$ cat src/rtl/mem_pkg.sv
// Shared types and constants for the CPU-to-byte-RAM access unit.
package mem_pkg;

    localparam int unsigned MEM_DEPTH_DEFAULT = 200;
    localparam int unsigned ADDR_W            = 8;
    localparam int unsigned DATA_W            = 32;

    typedef enum logic [1:0] {
        SZ_BYTE = 2'b00,
        SZ_HALF = 2'b01,
        SZ_WORD = 2'b10,
        SZ_ILL  = 2'b11
    } size_e;

    typedef enum logic [2:0] {
        IDLE,
        WRITE,
        READ,
        DRAIN,
        RESP
    } state_e;

    typedef struct packed {
        logic              we;
        size_e             size;
        logic [ADDR_W-1:0] addr;
        logic [DATA_W-1:0] wdata;
    } req_t;

    // Index of the last byte of an access (B-1); illegal sizes map to 0.
    function automatic logic [1:0] size_last(input size_e size);
        case (size)
            SZ_HALF: size_last = 2'd1;
            SZ_WORD: size_last = 2'd3;
            default: size_last = 2'd0;
        endcase
    endfunction

endpackage

$ cat src/rtl/mem_load_align.sv
// Little-endian load assembly with zero or sign extension of the upper bytes.
// Sign extension is enabled by defining MEM_ACCESS_SIGNEXT_EN.
module mem_load_align
    import mem_pkg::*;
(
    input  logic [DATA_W-1:0] cap,
    input  size_e             size,
    output logic [DATA_W-1:0] rdata_c
);

`ifdef MEM_ACCESS_SIGNEXT_EN
    localparam bit SIGN_EXT = 1'b1;
`else
    localparam bit SIGN_EXT = 1'b0;
`endif

    always_comb begin
        rdata_c = cap;
        case (size)
            SZ_BYTE: rdata_c = {{24{SIGN_EXT & cap[7]}}, cap[7:0]};
            SZ_HALF: rdata_c = {{16{SIGN_EXT & cap[15]}}, cap[15:0]};
            default: rdata_c = cap;
        endcase
    end

endmodule

$ cat src/rtl/mem_access_unit.sv
// Serialises CPU byte/half/word loads and stores onto a byte-wide RAM with
// one-cycle registered read latency. Load extension set by MEM_ACCESS_SIGNEXT_EN.
module mem_access_unit
    import mem_pkg::*;
#(
    parameter int unsigned N         = 8,
    parameter int unsigned MEM_DEPTH = MEM_DEPTH_DEFAULT
) (
    input  logic              clk,
    input  logic              reset,
    input  logic              req_valid,
    output logic              req_ready,
    input  logic              req_we,
    input  logic [1:0]        req_size,
    input  logic [ADDR_W-1:0] req_addr,
    input  logic [DATA_W-1:0] req_wdata,
    output logic              rsp_valid,
    output logic [DATA_W-1:0] rsp_rdata,
    output logic              rsp_err,
    output logic              ram_sw,
    output logic [ADDR_W-1:0] ram_addr,
    output logic [N-1:0]      ram_din,
    input  logic [N-1:0]      ram_dout
);

    state_e              state_q, state_d;
    logic [1:0]          cnt_q, cnt_d;
    logic [1:0]          last_q, last_d;
    req_t                req_q, req_d;
    logic [DATA_W-1:0]   cap_q, cap_d;
    logic                cap_pend_q, cap_pend_d;
    logic [1:0]          cap_idx_q, cap_idx_d;

    logic                req_ready_d, rsp_valid_d, rsp_err_d, ram_sw_d;
    logic [DATA_W-1:0]   rsp_rdata_d;
    logic [ADDR_W-1:0]   ram_addr_d;
    logic [N-1:0]        ram_din_d;

    logic [1:0]          acc_last_c;
    logic [ADDR_W:0]     acc_end_c;
    logic                acc_err_c;
    logic [DATA_W-1:0]   align_c;

    // Assembly sees the byte being captured this cycle so DRAIN can respond directly.
    mem_load_align u_align (
        .cap     (cap_d),
        .size    (req_q.size),
        .rdata_c (align_c)
    );

    // Request legality: illegal size, misalignment, or running past the last location.
    always_comb begin
        acc_last_c = size_last(size_e'(req_size));
        acc_end_c  = {1'b0, req_addr} + {7'b0, acc_last_c};
        acc_err_c  = (size_e'(req_size) == SZ_ILL)
                  || ((req_addr[1:0] & acc_last_c) != 2'b00)
                  || (acc_end_c > 9'(MEM_DEPTH - 1));
    end

    always_comb begin
        state_d     = state_q;
        cnt_d       = cnt_q;
        last_d      = last_q;
        req_d       = req_q;
        cap_d       = cap_q;
        cap_pend_d  = 1'b0;
        cap_idx_d   = 2'd0;
        rsp_valid_d = 1'b0;
        rsp_err_d   = 1'b0;
        rsp_rdata_d = '0;
        ram_sw_d    = 1'b0;
        ram_addr_d  = '0;
        ram_din_d   = '0;

        if (cap_pend_q) begin
            cap_d[{cap_idx_q, 3'b000} +: 8] = 8'(ram_dout);
        end

        case (state_q)
            IDLE: begin
                if (req_valid) begin
                    req_d  = '{we: req_we, size: size_e'(req_size), addr: req_addr, wdata: req_wdata};
                    last_d = acc_last_c;
                    cnt_d  = 2'd0;
                    cap_d  = '0;
                    if (acc_err_c) begin
                        state_d     = RESP;
                        rsp_valid_d = 1'b1;
                        rsp_err_d   = 1'b1;
                    end else if (req_we) begin
                        state_d    = WRITE;
                        ram_sw_d   = 1'b1;
                        ram_addr_d = req_addr;
                        ram_din_d  = N'(req_wdata[7:0]);
                    end else begin
                        state_d    = READ;
                        ram_addr_d = req_addr;
                    end
                end
            end
            WRITE: begin
                if (cnt_q == last_q) begin
                    state_d     = RESP;
                    rsp_valid_d = 1'b1;
                end else begin
                    cnt_d      = cnt_q + 2'd1;
                    ram_sw_d   = 1'b1;
                    ram_addr_d = req_q.addr + 8'(cnt_d);
                    ram_din_d  = N'(req_q.wdata[{cnt_d, 3'b000} +: 8]);
                end
            end
            READ: begin
                // Address driven this cycle returns data next cycle.
                cap_pend_d = 1'b1;
                cap_idx_d  = cnt_q;
                if (cnt_q == last_q) begin
                    state_d = DRAIN;
                end else begin
                    cnt_d      = cnt_q + 2'd1;
                    ram_addr_d = req_q.addr + 8'(cnt_d);
                end
            end
            DRAIN: begin
                state_d     = RESP;
                rsp_valid_d = 1'b1;
                rsp_rdata_d = align_c;
            end
            RESP: begin
                state_d = IDLE;
            end
            default: begin
                state_d = IDLE;
            end
        endcase

        req_ready_d = (state_d == IDLE);
    end

    always_ff @(posedge clk) begin
        if (reset) begin
            state_q    <= IDLE;
            cnt_q      <= '0;
            last_q     <= '0;
            req_q      <= '0;
            cap_q      <= '0;
            cap_pend_q <= 1'b0;
            cap_idx_q  <= '0;
            req_ready  <= 1'b1;
            rsp_valid  <= 1'b0;
            rsp_err    <= 1'b0;
            rsp_rdata  <= '0;
            ram_sw     <= 1'b0;
            ram_addr   <= '0;
            ram_din    <= '0;
        end else begin
            state_q    <= state_d;
            cnt_q      <= cnt_d;
            last_q     <= last_d;
            req_q      <= req_d;
            cap_q      <= cap_d;
            cap_pend_q <= cap_pend_d;
            cap_idx_q  <= cap_idx_d;
            req_ready  <= req_ready_d;
            rsp_valid  <= rsp_valid_d;
            rsp_err    <= rsp_err_d;
            rsp_rdata  <= rsp_rdata_d;
            ram_sw     <= ram_sw_d;
            ram_addr   <= ram_addr_d;
            ram_din    <= ram_din_d;
        end
    end

endmodule

$ cat config.mk
export PLATFORM = sky130hd
export DESIGN_NAME = mem_access_unit
export DESIGN_NICKNAME = d
export VERILOG_FILES = /design/src/rtl/mem_pkg.sv /design/src/rtl/mem_load_align.sv /design/src/rtl/mem_access_unit.sv
export SDC_FILE = /design/constraint.sdc
export NUM_CORES = 1
export LEC_CHECK = 0
export ABC_AREA = 1
export BUFFER_PORTS_ARGS = -buffer_cell sky130_fd_sc_hd__buf_2
export CAP_MARGIN = 15
export CORE_ASPECT_RATIO = 0.8
export CORE_MARGIN = 2
export CORE_UTILIZATION = 40
export DETAILED_ROUTE_END_ITERATION = 6
export GPL_TIMING_DRIVEN = 0
export HOLD_SLACK_MARGIN = 0.12
export PLACE_DENSITY_LB_ADDON = 0.08
export REMOVE_ABC_BUFFERS = 1
export SLEW_MARGIN = 20
export SYNTH_ARGS = -nofsm -noshare
export SYNTH_HDL_FRONTEND = slang
export SYNTH_SLANG_ARGS = --single-unit
$ cat constraint.sdc
create_clock -name clk -period 2 [get_ports clk]
set_clock_uncertainty 0.1 [all_clocks]
set_input_delay 0 -clock clk [delete_from_list [all_inputs] [get_ports clk]]
set_output_delay 0 -clock clk [all_outputs]
set_load 0.01 [all_outputs]
# Word level (Yosys, flattened, before mapping)

Index checks and enable logic that the tools add are counted.

Bits of input ports: 54
Flip-flop bits (word level): 136
Word-level logic and storage cells: 85
Bits in latches: 0
Memories: 0
Memory bits (writable): 0
ROM bits: 0

Reductions and logical operators: 13
Eq/ne operators: 10
Magnitude comparators: 1
Mux-type cells: 34
Shift operators: 3
Div/mod/pow operators: 0
Bitwise logic cells: 4
Add/subtract/negate cells: 4
Multiply operators: 0

Operator list:

| operator                 | count |
|---|---|
| $mux W32                 | 3 |
| $pmux W32 S2             | 1 |
| $mux W8                  | 7 |
| $bwmux W32               | 1 |
| $pmux W8 S2              | 2 |
| $shift A8 B7 Y32 const A | 1 |
| $shiftx A32 B6 Y8        | 1 |
| $shiftx A8 B7 Y32        | 1 |
| $mux W3                  | 4 |
| $pmux W3 S4              | 1 |
| $add A8 B2 Y9            | 1 |
| $gt A9 B8 Y1 const B     | 1 |
| $add A8 B2 Y8            | 1 |
| $mux W1                  | 8 |
| $pmux W2 S2              | 2 |
| $reduce_or A2 Y1         | 4 |
| $neg A5 Y7               | 1 |
| $eq A3 B2 Y1 const B     | 2 |
| $logic_not A3 Y1         | 2 |
| $mux W2                  | 3 |
| $eq A2 B1 Y1 const B     | 2 |
| $eq A2 B2 Y1 const B     | 2 |
| $ne A2 B2 Y1 const B     | 2 |
| $reduce_bool A2 Y1       | 2 |
| 11 further kinds         | 14 |

# Longest topological paths before layout

Depth after elaboration: 10
Depth in mapped cells: 14

# Modules after synthesis

From an unflattened synthesis, not the netlist that was laid out.

Cells, all modules: 801
Area, all modules: 5846.9 sq um

By module, submodules not included:

| module          | area each (sq um) | sequential area each (sq um) | cells each | times used |
|---|---|---|---|---|
| mem_access_unit | 5552.8            | 2722.6                       | 742        | 1 |
| mem_load_align  | 294.0             | 0.0                          | 59         | 1 |

# Least setup slack after synthesis

No wires, ideal clock.

Path kind: register to register
Start point: register cnt_q[0]
End point: register ram_addr[6]
Clock period less this slack: 2.040 ns
Cell stages (with the launch flop): 13
Path buffers: 2
Required time: 1.829 ns
Arrival time: 1.869 ns
Slack: -0.040 ns
Cells stage by stage: dfxtp_1 buf_6 inv_4 nand2_8 and2_4 buf_8 inv_1 fa_1 nor2_1 nand2_1 o21bai_1 o211ai_1 a21oi_1

Longest elaborated chain between the ends: 4
Elaborated cells on any way between the ends: 5

RTL lines:

| element                  | line                                           | RTL |
|---|---|---|
| start: declaration       | mem_access_unit.sv:27                          | `logic [1:0] cnt_q, cnt_d;` |
| start signal: assignment | mem_access_unit.sv:157                         | `cnt_q <= cnt_d;` |
| $add A2 B1 Y2            | mem_access_unit.sv:106, mem_access_unit.sv:119 |  |
| $add A8 B2 Y8            | mem_access_unit.sv:108, mem_access_unit.sv:120 |  |
| $mux W8 *                | mem_access_unit.sv:102, mem_access_unit.sv:116 |  |
| $pmux W8 S2 *            | mem_access_unit.sv:79                          | `case (state_q)` |
| end signal: assignment   | mem_access_unit.sv:168                         | `ram_addr <= ram_addr_d;` |
| end: declaration         | mem_access_unit.sv:21                          | `output logic [ADDR_W-1:0] ram_addr,` |

Mark *: on every way between the ends. The rest lies on a longest branch, timed or not.
A chain may end at the register's enable or synchronous reset.

# Worst setup path in the final report

Start point: register cnt_q[1]
End point: register ram_addr[6]

The elaborated chain is that of the path after synthesis.

==> results.tsv <==
metric	value	unit
status	finished, final reports clean	
grtUsageMet1	0.2980	
clk_pin_slew	60	ps
drt-wirelength-per-cell	14.52	um
peakVddDrop	0.7035	mV
drt_iter0_markers	362	
grt_pass1_vias	4777	
drive_gt1_frac	0.2427	
final_common_cell	dfxtp_1	
clock_latency	420	ps
fmax	0.5149	GHz
p_leak	3.053	nW
num_rows	37	
core-area	12960	um2
dieArea	14290	um2
ant_nets	0	
path_cells	buf_6, nand2_2, and2_4, inv_2, fa_2, nor2_4, nand2_2, o21bai_1, o211ai_1, a21oi_1	
synth_top_area_cell	dfxtp_1	
overflow	0	
cts_inserted_buffers	17	
swShare	0.2477	
switching_power	0.001607	W
synthAdderAreaFrac	0.03329	
syn_avg_cell_area	7.931	um2
finalCriticalPeriod	1942	ps
synth_simple_gate_area_frac	0.2196	
pwr-share-clk	0.439	
grt_busiest_layer	met2	
end_kind	flip-flop	
synth-main-ff-cell	dfxtp_1	
ys_seq_area_frac	0.5101	
critPathArrivalTime	2190	ps
cts.htree.levels	4	
portBuffers	105	
antenna_found_initial	0	
syn-cell-area	5338	um2
clock_path_buffers	2	
hold_class	input pin to flip-flop	
drt-total-wl	14.93	mm
cpMostUsedCell	nand2_2	
cts.sinks	136	
muxShareOfSynthArea	0	
synth_top_family_by_area	simple AND/OR/NAND/NOR gates	
crit_buf_inv	2	
ys_types	36	
hold_viol	0	
synth-xor-area-share	0.003282	
die_h	107.3	um
synth_top_cell_area_share	0.5101	
slew-limit-headroom	0.5650	
crit_type	flip-flop to flip-flop	
drc	0	
setup_viol	0	
gp_congestion	0.8344	
dp_hpwl	8.613	mm
synth_compound_area_frac	0.1524	
mostFrequentLayoutCells	133 x dfxtp_1, 126 x nand2_1, 104 x buf_2, 83 x nor2_1, 68 x a21oi_1	
use_met3	0.05932	
startpoint_type	flip-flop	
initial_core_util	0.4118	
fp.dieW	133.2	um
yosys-top-cells-area	dfxtp_1 51%, nand2_1 9.1%, a21oi_1 6.5%, nor2_1 6.0%, inv_1 3.9%	
p_per_area	882.0	nW/um2
power_frac_comb	0.118	
slowest_delay	360	ps
vias	4995	
avgViaCountPerCell	4.859	
diodes	0	
grt_pass1_wl	23.63	mm
cpLargestDelayFamily	simple AND/OR/NAND/NOR gates	
grt_max_degree	64	
cts_tree	done	
p_int	0.004882	W
slowest_stage	dfxtp_4	
yosys_warnings	0	
ios	106	
tightest_slew	648.2	ps
finalCritPeriodShare	0.9712	
grtUsageTotal	0.2154	
worst_ep_required_time	2250	ps
power	0.006489	W
maxCapViolations	0	
cts_root_buf	clkbuf_16	
seqPwrFrac	0.444	
synth_edf_count	0	
path_max_fanout	3	
rsz0062_at_grt	yes	
synth_seq_cells	136	
synthCells	673	
first_pass_iters	5	
num-nets-final	910	
grt_use_met2	0.3209	
area_growth_syn_to_layout	37.83	%
fin_tns_setup	0	ps
maxSlewViolCount	0	
synthArstFlopShare	0	
[through the flow]
| stage | hold slack (ps) | utilization | instance area, um2 | cells | worst slack (ps) |
|---|---|---|---|---|---|
| after floorplan | -37.56 | - | 5165 | 643 | -486.7 |
| after global placement | 150.4 | 0.4559 | 5909 | 923 | -1513 |
| after detailed placement | 154.5 | 0.4567 | 5919 | 923 | -1043 |
| after CTS | 251.8 | 0.5536 | 7176 | 1019 | 0.9792 |
| after global routing | 288.8 | 0.5676 | 7357 | 1028 | -10.32 |
| final | 274.8 | 0.5676 | 7357 | 1028 | 57.69 |
[sequential cells by signal, summed over array words and instances, names as in the netlist, 2 cells and up]
name       flops
req_q         42
cnt_q          2
ram_addr       8
rsp_rdata     32
last_q         2
cap_q         32
state_q        3
cap_idx_q      2
ram_din        8
[area by class of cell]
class	instances	area (um2)
inverters	69	276.5
multi-input cells	440	2340
flip-flops and latches	136	2731
fillers	1207	5605
repair buffers	179	1256
well taps	175	219.0
clock inverters	3	15.01
clock buffers	26	519.2
[logic make-up (layout without fill, tap and decap cells)]
| kind of cell | Yosys count | in the layout |
|---|---|---|
| AO/OA/AOI/OAI | 147 | 147 |
| XOR/XNOR | 2 | 2 |
| adder cells (fa/ha/maj) | 13 | 13 |
| buffers and inverters | 99 | 277 |
| flip-flops | 136 | 136 |
| AND/OR/NAND/NOR | 276 | 278 |
[what timing repair did]
action	in CTS	in global routing
endpoints found under the setup margin	84	77
buffers inserted	9	9
cloned	2	0
endpoints found under the hold margin	134	0
gates resized for setup	20	22
pin swaps	3	19
hold buffers	56	0
[cells in the mapped netlist (4+ instances only)]
cell / number
a21oi_1: 69
a22o_1: 4
buf_2: 9
a22oi_1: 10
nand2_1: 130
ha_1: 11
o21ai_0: 22
nor3_1: 6
o211ai_1: 9
nor2_1: 85
nand2_2: 11
o21ai_1: 27
clkbuf_1: 9
inv_2: 13
inv_1: 55
dfxtp_1: 136
nand3_1: 32
buf_4: 6
[layer usage]
layer	part of all wire	vias up
li1	-	2518
met1	0.50	2307
met2	0.43	146
met3	0.051	24
met4	0.019	0
met5	0	-
[final timing paths]
check	start	endpoint	slack (ps)	cells after the start
worst min register to register	req_q[30]$_SDFFE_PP0P_	req_q[30]$_SDFFE_PP0P_	350	2
worst max-delay path	cnt_q[1]$_SDFFE_PP0P_	ram_addr[6]$_SDFF_PP0_	60	10
worst min-delay path	req_wdata[17]	req_q[17]$_SDFFE_PP0P_	270	4
worst max register to register	cnt_q[1]$_SDFFE_PP0P_	ram_addr[6]$_SDFF_PP0_	60	10
[power by group through the flow]
| stage | logic (W) | clock network (W) | registers (W) |
|---|---|---|---|
| 2_1_floorplan | 0.000341 | 0 | 0.00293 |
| 3_3_place_gp | 0.000553 | 0 | 0.00293 |
| 3_5_place_dp | 0.000568 | 0 | 0.00294 |
| 4_1_cts | 0.000728 | 0.00289 | 0.00287 |
| 5_1_grt | 0.000846 | 0.00304 | 0.00289 |
| 6_report | 0.000765 | 0.00285 | 0.00288 |
[worst min-delay path: stages]
cell and delay (ps):
dlygate4sd3_1 510, buf_2 90, nand2_1 40, a21oi_1 100
Power figures use the tool's default switching activity.
